**config.mk**
```make
export PLATFORM = sky130hd
export DESIGN_NAME = bus_cycle_unit
export DESIGN_NICKNAME = d
export VERILOG_FILES = /design/src/rtl/bus_cycle_unit.sv
export SDC_FILE = /design/constraint.sdc
export NUM_CORES = 1
export LEC_CHECK = 0
export ABC_AREA = 1
export CORE_MARGIN = 2
export CORE_UTILIZATION = 47
export CTS_CLUSTER_DIAMETER = 100
export DETAILED_ROUTE_END_ITERATION = 10
export PLACE_DENSITY = 0.81
export SLEW_MARGIN = 25
export SYNTH_ARGS = -nofsm -noshare
export SYNTH_HDL_FRONTEND = slang
export SYNTH_SLANG_ARGS = --single-unit
```
**constraint.sdc**
```tcl
create_clock -name clk -period 1.95 [get_ports clk]
set_input_delay 0.39 -clock clk [delete_from_list [all_inputs] [get_ports clk]]
set_output_delay 0.39 -clock clk [all_outputs]
set_load 0.02 [all_outputs]
```
**src/rtl/bus_cycle_unit.sv**
```systemverilog
// bus_cycle_unit: bus interface unit between the CPU core and a multiplexed 8-bit AD bus.
// A core request of 1..WORD_BYTES bytes becomes sequential T1-T2-T3-(TW)-T4 byte cycles.
// Wait states are inserted from 'ready'. A non-zero MAX_WAIT aborts a stalled byte cycle
// with err.
// Optional feature macro: BUS_HOLD_EN enables HOLD/HLDA bus arbitration; when undefined,
// hold is ignored and hlda is tied low.
// Ports:
//   clk, rst          clock, synchronous active-high reset
//   req/we/m_io/len/addr/wdata   core request (sampled in IDLE only)
//   rdata/busy/done/err          core response
//   a, ad_i, ad_o, ad_oe         address and multiplexed AD bus
//   ale iom dtr den_n rd_n wr_n  bus control strobes (8088 sense)
//   ready                        slave ready, sampled in T3/TW
//   hold, hlda                   bus request/grant

module bus_cycle_unit #(
  parameter int unsigned ADDR_W     = 20,
  parameter int unsigned WORD_BYTES = 2,
  parameter int unsigned MAX_WAIT   = 0
) (
  input  logic                          clk,
  input  logic                          rst,
  input  logic                          req,
  input  logic                          we,
  input  logic                          m_io,
  input  logic [$clog2(WORD_BYTES):0]   len,
  input  logic [ADDR_W-1:0]             addr,
  input  logic [8*WORD_BYTES-1:0]       wdata,
  output logic [8*WORD_BYTES-1:0]       rdata,
  output logic                          busy,
  output logic                          done,
  output logic                          err,
  output logic [ADDR_W-1:0]             a,
  input  logic [7:0]                    ad_i,
  output logic [7:0]                    ad_o,
  output logic                          ad_oe,
  output logic                          ale,
  output logic                          iom,
  output logic                          dtr,
  output logic                          den_n,
  output logic                          rd_n,
  output logic                          wr_n,
  input  logic                          ready,
  input  logic                          hold,
  output logic                          hlda
);

  localparam int unsigned LenW  = $clog2(WORD_BYTES) + 1;
  localparam int unsigned DataW = 8 * WORD_BYTES;
  localparam int unsigned WaitW = (MAX_WAIT > 1) ? $clog2(MAX_WAIT) : 1;

  typedef enum logic [2:0] {StIdle, StT1, StT2, StT3, StTw, StT4, StHold} state_e;

  state_e              state_q, state_d;
  logic [LenW-1:0]     k_q, k_d;
  logic [LenW-1:0]     len_q, len_d;
  logic [ADDR_W-1:0]   a_q, a_d;
  logic                we_q, we_d;
  logic                m_io_q, m_io_d;
  logic [DataW-1:0]    wdata_q, wdata_d;
  logic [DataW-1:0]    rdata_q, rdata_d;
  logic [WaitW-1:0]    wait_q, wait_d;
  logic                abort_q, abort_d;
  logic                pending_q, pending_d;

  logic [7:0]          wbyte;
  logic                last;
  logic                timeout;
  logic                hold_req;
  logic [LenW-1:0]     len_eff;

`ifdef BUS_HOLD_EN
  assign hold_req = hold;
`else
  logic unused_hold;
  assign unused_hold = hold;
  assign hold_req    = 1'b0;
`endif

  // Zero-length requests move one byte; oversize requests are clipped to a full word.
  always_comb begin
    len_eff = len;
    if (len == '0) begin
      len_eff = LenW'(1);
    end else if (len > LenW'(WORD_BYTES)) begin
      len_eff = LenW'(WORD_BYTES);
    end
  end

  always_comb begin
    wbyte = 8'h00;
    for (int i = 0; i < WORD_BYTES; i++) begin
      if (k_q == LenW'(i)) wbyte = wdata_q[8*i +: 8];
    end
  end

  assign last    = ((k_q + LenW'(1)) == len_q);
  // Fires on the MAX_WAIT-th consecutive TW; wait_q counts TW cycles already completed.
  assign timeout = (MAX_WAIT != 0) && ((32'(wait_q) + 32'd1) == MAX_WAIT);

  always_comb begin
    state_d   = state_q;
    k_d       = k_q;
    len_d     = len_q;
    a_d       = a_q;
    we_d      = we_q;
    m_io_d    = m_io_q;
    wdata_d   = wdata_q;
    rdata_d   = rdata_q;
    wait_d    = wait_q;
    abort_d   = abort_q;
    pending_d = pending_q;

    ale   = 1'b0;
    rd_n  = 1'b1;
    wr_n  = 1'b1;
    den_n = 1'b1;
    dtr   = 1'b1;
    iom   = 1'b0;
    ad_oe = 1'b0;
    ad_o  = 8'h00;
    done  = 1'b0;
    err   = 1'b0;
    hlda  = 1'b0;

    unique case (state_q)
      StIdle: begin
        if (hold_req) begin
          pending_d = 1'b0;
          state_d   = StHold;
        end else if (req) begin
          we_d      = we;
          m_io_d    = m_io;
          len_d     = len_eff;
          a_d       = addr;
          wdata_d   = wdata;
          rdata_d   = '0;
          k_d       = '0;
          abort_d   = 1'b0;
          state_d   = StT1;
        end
      end
      StT1: begin
        ale     = 1'b1;
        ad_o    = a_q[7:0];
        ad_oe   = 1'b1;
        iom     = ~m_io_q;
        dtr     = we_q;
        state_d = StT2;
      end
      StT2: begin
        iom   = ~m_io_q;
        dtr   = we_q;
        den_n = 1'b0;
        rd_n  = we_q;
        wr_n  = ~we_q;
        if (we_q) begin
          ad_o  = wbyte;
          ad_oe = 1'b1;
        end
        wait_d  = '0;
        state_d = StT3;
      end
      StT3, StTw: begin
        iom   = ~m_io_q;
        dtr   = we_q;
        den_n = 1'b0;
        rd_n  = we_q;
        wr_n  = ~we_q;
        if (we_q) begin
          ad_o  = wbyte;
          ad_oe = 1'b1;
        end
        if (ready) begin
          if (!we_q) begin
            for (int i = 0; i < WORD_BYTES; i++) begin
              if (k_q == LenW'(i)) rdata_d[8*i +: 8] = ad_i;
            end
          end
          state_d = StT4;
        end else if (state_q == StTw && timeout) begin
          abort_d = 1'b1;
          state_d = StT4;
        end else begin
          if (state_q == StTw) wait_d = wait_q + WaitW'(1);
          state_d = StTw;
        end
      end
      StT4: begin
        iom   = ~m_io_q;
        dtr   = we_q;
        den_n = 1'b0;
        if (we_q) begin
          ad_o  = wbyte;
          ad_oe = 1'b1;
        end
        if (last || abort_q) begin
          done      = 1'b1;
          err       = abort_q;
          pending_d = 1'b0;
          state_d   = hold_req ? StHold : StIdle;
        end else begin
          k_d       = k_q + LenW'(1);
          a_d       = a_q + ADDR_W'(1);
          pending_d = hold_req;
          state_d   = hold_req ? StHold : StT1;
        end
      end
      StHold: begin
`ifdef BUS_HOLD_EN
        hlda = 1'b1;
        if (!hold) begin
          state_d = pending_q ? StT1 : StIdle;
        end
`else
        state_d = StIdle;
`endif
      end
      default: state_d = StIdle;
    endcase
  end

  // A transfer parked in HOLD is still outstanding; a bare IDLE-side HOLD is not.
  assign busy  = (state_q != StIdle) && !(state_q == StHold && !pending_q);
  assign a     = a_q;
  assign rdata = rdata_q;

  always_ff @(posedge clk) begin
    if (rst) begin
      state_q   <= StIdle;
      k_q       <= '0;
      len_q     <= '0;
      a_q       <= '0;
      we_q      <= 1'b0;
      m_io_q    <= 1'b0;
      wdata_q   <= '0;
      rdata_q   <= '0;
      wait_q    <= '0;
      abort_q   <= 1'b0;
      pending_q <= 1'b0;
    end else begin
      state_q   <= state_d;
      k_q       <= k_d;
      len_q     <= len_d;
      a_q       <= a_d;
      we_q      <= we_d;
      m_io_q    <= m_io_d;
      wdata_q   <= wdata_d;
      rdata_q   <= rdata_d;
      wait_q    <= wait_d;
      abort_q   <= abort_d;
      pending_q <= pending_d;
    end
  end

endmodule
```
* Word level (Yosys, flattened, before mapping)
Index checks and enable logic that the tools add are counted.
** Storage, ports and cells
- Register bits after elaboration :: 61
- Input bits :: 53
- Output and inout port bits :: 55
** Operators by class
- Add/sub/neg operators :: 2
- Order comparisons :: 1
- Eq/ne operators :: 14
- Muxes and demuxes :: 32
- Bitwise operators :: 2
- Reduce and logical (&&, ||, !) cells :: 16
** Operator list (count)
- $mux 16 :: 3
- $mux 20 :: 2
- $mux 8 :: 5
- $pmux 20 s2 :: 1
- $pmux 16 s2 :: 1
- $add 20x1->20 const B :: 1
- $pmux 8 s2 :: 1
- $pmux 3 s5 :: 1
- $ne 2x2->1 const B :: 6
- $mux 1 :: 11
- $reduce_and 5->1 :: 2
- $eq 3x3->1 const B :: 3
- $mux 2 :: 4
- $eq 3x2->1 const B :: 2
- $reduce_or 5->1 :: 1
- $logic_not 2->1 :: 2
- $pmux 2 s2 :: 1
- $reduce_bool 2->1 :: 2
- $reduce_or 4->1 :: 1
- $eq 3x1->1 const B :: 1
- $logic_not 3->1 :: 1
- $mux 3 :: 1
- $reduce_and 3->1 :: 1
- $reduce_bool 3->1 :: 1
- other kinds (11) :: 12

* Logic depth before layout (Yosys ltp)
- Depth in word-level cells :: 5
- Mapped depth :: 11
- Depth with buffers taken out :: 10

* Worst setup path before layout
OpenSTA, ideal clock, no wires.
- Kind :: reg-to-output
- From :: register state_q[0]
- To :: output port ad_o[0]
- Arrival :: 1916 ps
- Slack :: -356 ps
- Cell stages (with the launch flop) :: 5
- Buffers on the path :: 0
- Path through :: dfxtp_1 inv_4 nor3_1 clkinv_1 o22ai_1
** On the way
- Cells in the longest elaborated chain, start to end :: 3
- Elaborated cells on any way between the ends :: 7
** RTL lines
- start: declaration :: line 54 : state_e state_q, state_d;
- start signal: assignment :: line 230 : state_q <= StIdle;
- start signal: assignment :: line 242 : state_q <= state_d;
- $eq 3x3->1 or $eq 3x2->1 (tied branches) :: line 126 : unique case (state_q)
- $reduce_or 4->1 (no source line)
- $pmux 8 s2 (*) :: line 126
- end: declaration :: line 35 : output logic [7:0] ad_o,
Mark *: on every way between the ends. The rest lies on a longest branch, timed or not.

* Worst setup path in the final report
- From :: register state_q[2]
- To :: output port ad_o[7]
The elaborated chain is that of the path after synthesis.

==> impl_results.md <==
* Inst Count DP at between 700 and 800
* First-pass GRT wire length at 15600 um
* Pin count of the biggest net entering global routing at 38
* Hold path cells at 2
* Leak at between 1.5 and 2 nW
* Core Rows at 30
* Most common cell in the netlist: nand2_1
* Final hold violations at 0
* Largest family of logic cells by synthesized area: simple AND/OR/NAND/NOR gates
* Worst-Skew Late Latency at approximately 0.33 ns
* Reg2reg setup slack at 0.13 ns
* Post-route cell area at 4960 sq um
* Clk buf depth at 2
* Worst path max stage delay at between 0.3 and 0.4 ns
* Internal power at 3.60 mW
* Top FF cell, synth: dfxtp_1
* Switching Share at 42.5%
* Vias at 3755
* H-Tree Depth at 3
* Avg Inst Size Synth at 6.58 sq um
* Gr usage total at ~25%
* Worst EP required at around 1.6 ns
* CP Max Fanout at 5
* Post-synth EDFFs at 0
* Dominant cell type by area after synthesis: dfxtp_1
* Initial DRT Pass Iterations at 5
* Family with the most delay on the worst path: buffers and inverters
* Hold path endpoint: rdata[10]$_SDFFE_PP0P_
* Kind of critical path: flop to primary output
* Final wirelength at 9730 um
* Asr flop ratio synth at 0%
* DRC at 0
* Startpoint Class: flop
* WP data arrival at 1.59 ns
* Worst VDD drop at 0.00104 V
* Final non-filler cell total at 736
* Largest cells by area after synthesis: dfxtp_1 (36%), nand2_1 (13%), o21ai_0 (7.8%)
* Share of cells above drive strength 1 at 19.8%
* Routability cong. at 0.906
* Dpl cell area at around 4600 sq um
* Initial core utilization at 49.0%
* Num CTS Buffers at 9
* WP buf/inv at 3
* Max Clock Skew at 0.00637 ns
* Die Wd at 88.4 um
* Reg2Reg Depth at 10
* RSZ-0062 raised after global routing: true
* Vias in the first global route at 3566
* Core Footprint at 6830 sq um
* Critical Path Most Common Cell: buf_4
* Fmax at 506 MHz
* Post-DR wirelength/cell at around 13 um
* TritonCTS clock tree: built
* Syn Inst Count at 509
* Sequential Power Share at between 20 and 30%
* Synth unique cells at 32
* Min setup slack post-route at -0.0254 ns
* Synth Warn # at 0
* Multiplexer share of the synthesized area at 0%
* Full die area at 7820 sq um
* Initial antenna violation count at 0
* Net switching power at 2.65 mW
* Synth Cell Area at 3350 sq um
* Worst path slowest cell: dfxtp_4
* Combinational share of power at 51.8%
* Fillers at 540
* Vias per inst at slightly above 5
* Tot Pwr at 6.25 mW
* Final nets at 691
* Status: complete, but fails checks
* Post-synthesis compound-gate area fraction at 19.6%
* Post-layout min period at 1.98 ns
* Period Utilization, post-route at 101%
* Hold path start: rdata[10]$_SDFFE_PP0P_
* GR Overflow Total at 0
* PwrDens at between 1000 and 1500 nW/um^2
* Root buffer cell: clkbuf_8
* Failing checks: setup timing
* Setup violators final at 1
* Clock share of power at between 10% and 20%
* Max-cap violations at 0
* IO Count at between 100 and 150
* Register area share after synthesis at 36.4%
* Yosys reg bits at 61
* Most common library cells after synthesis: nand2_1 (112), dfxtp_1 (61), nor2_1 (61)
* Ant diodes at 0
* Critical path endpoint category: primary output
* Cell Chain, Critical Path: nor3_4 > buf_4 > inv_2 > o22ai_1 > buf_4
* Buffers on Ports at 103
* Routed Antenna Nets at 0
* Hold WC Path Type: flop to flop
* Slew Viols, Final at 0
* Top cell type's share of synthesized area at 36.4%
* Post-Synth Adder-Cell Area at 1.12%
* Reg2reg end: a[0]$_SDFFE_PP0P_
* DIE HEIGHT at about 90 um
* Layout Area Growth over Synthesis at 48.1%
* Placed wire-length estimate at 6890 um
* Clock transition at path regs at ~0.070 ns
* Iter 0 DRT Violations at 199
* Worst reg2reg startpoint: state_q[1]$_SDFFE_PP0P_
* Synth Area in Simple Gates at 30.7%
* XOR/XNOR Fraction of Synth Area at 1.31%
* Clk sinks at between 60 and 70
## registers in the layout, summed over array words and instances (netlist names)
name / count
rdata: 16
we_q: 1
wdata_q: 16
k_q: 2
a: 20
len_q: 2
state_q: 3
m_io_q: 1
## metal layers
metal  track usage (%)  vias to the layer above  part of all wire (%)
met2              44.7                      132                    49
met3              5.78                       21                   6.5
li1                  -                     1908                     -
met1              29.8                     1694                    43
met4              8.95                        0                   1.9
met5                 0                        -                     0
## cell type report
cell class	instances	area, sq um	area share (%)
multi-input cells	369	1890	38.2
well taps	96	120	2.42
clock buffers	11	141	2.85
clock inverters	5	58.8	1.19
repair buffers	135	1280	25.7
inverters	57	224	4.51
repair inverters	2	11.3	0.227
flip-flops and latches	61	1230	24.9
## power by group through the flow
stage / Combinational [mW] / Clock (mW) / Sequential [mW]
finish: 3.24 / 1.14 / 1.87
global route: 3.55 / 1.21 / 1.90
CTS: 3.06 / 1.16 / 1.84
detailed placement: 3.01 / 0 / 1.85
global placement: 2.94 / 0 / 1.84
floorplan: 1.56 / 0 / 2.05
## repair_timing
action                                  4_1_cts  5_1_grt
setup buffers                                 1        2
cloned                                        1        1
pin swaps                                     4       13
hold buffers                                  0        0
resized for setup                            87       49
endpoints found under the setup margin       17       31
endpoints found under the hold margin         0        0
## layout by cell type, fill, tap and decap left out, types with 4 or more instances in the layout
master           count
inv_4                4
inv_1               43
nor2_4               5
nand2_2              7
o21ai_0             35
or2_2               10
o22ai_1              5
inv_2               11
nand3_1             24
buf_4               33
nand4_1             15
clkdlybuf4s50_1     86
o21ai_2             11
a21oi_1             51
clkbuf_8            10
nand2_1            108
o21ai_1             17
nor2_1              59
dfxtp_1             56
buf_6                7
## logic make-up after synthesis
kind of cell             Yosys count
AND/OR/NAND/NOR                  235
flip-flops                        61
AO/OA/AOI/OAI                    124
XOR/XNOR                           5
buffers and inverters             80
other                              1
adder cells (fa/ha/maj)            3
## worst register-to-register path: stages (launching register included)
cell and delay [ns]:
dfxtp_4 0.37, inv_2 0.07, nand2_2 0.06, nor2_4 0.16
buf_4 0.16, buf_6 0.23, inv_1 0.13, buf_4 0.19
o21ai_0 0.15, o21ai_1 0.10, a21oi_1 0.15
## stage by stage
step / util (%) / hold WS, ns / setup slack [ns] / TNS, ns
floorplan: - / 0.425 / -0.0171 / -0.118
global placement: 67.6 / 0.452 / -0.197 / -1.43
detailed placement: 67.6 / 0.452 / -0.259 / -2.00
CTS: 70.8 / 0.461 / -0.0271 / -0.0688
global route: 72.6 / 0.485 / -0.0693 / -0.234
finish: 72.6 / 0.464 / -0.0254 / -0.0254
## how the worst max path moves through the flow
stage | from | endpoint | slack, ns | cells after the start
final | state_q[2]$_SDFFE_PP0P_ | ad_o[7] | -0.03 | 5
after global routing | k_q[1]$_SDFFE_PP0P_ | ad_o[7] | -0.07 | 6
after CTS | k_q[1]$_SDFFE_PP0P_ | done | -0.03 | 6
after detailed placement | k_q[0]$_SDFFE_PP0P_ | done | -0.26 | 6
after global placement | k_q[1]$_SDFFE_PP0P_ | ad_o[1] | -0.20 | 6
after floorplan | state_q[2]$_SDFFE_PP0P_ | ad_o[0] | -0.02 | 3
No activity file was read; power rests on OpenSTA's default activity.
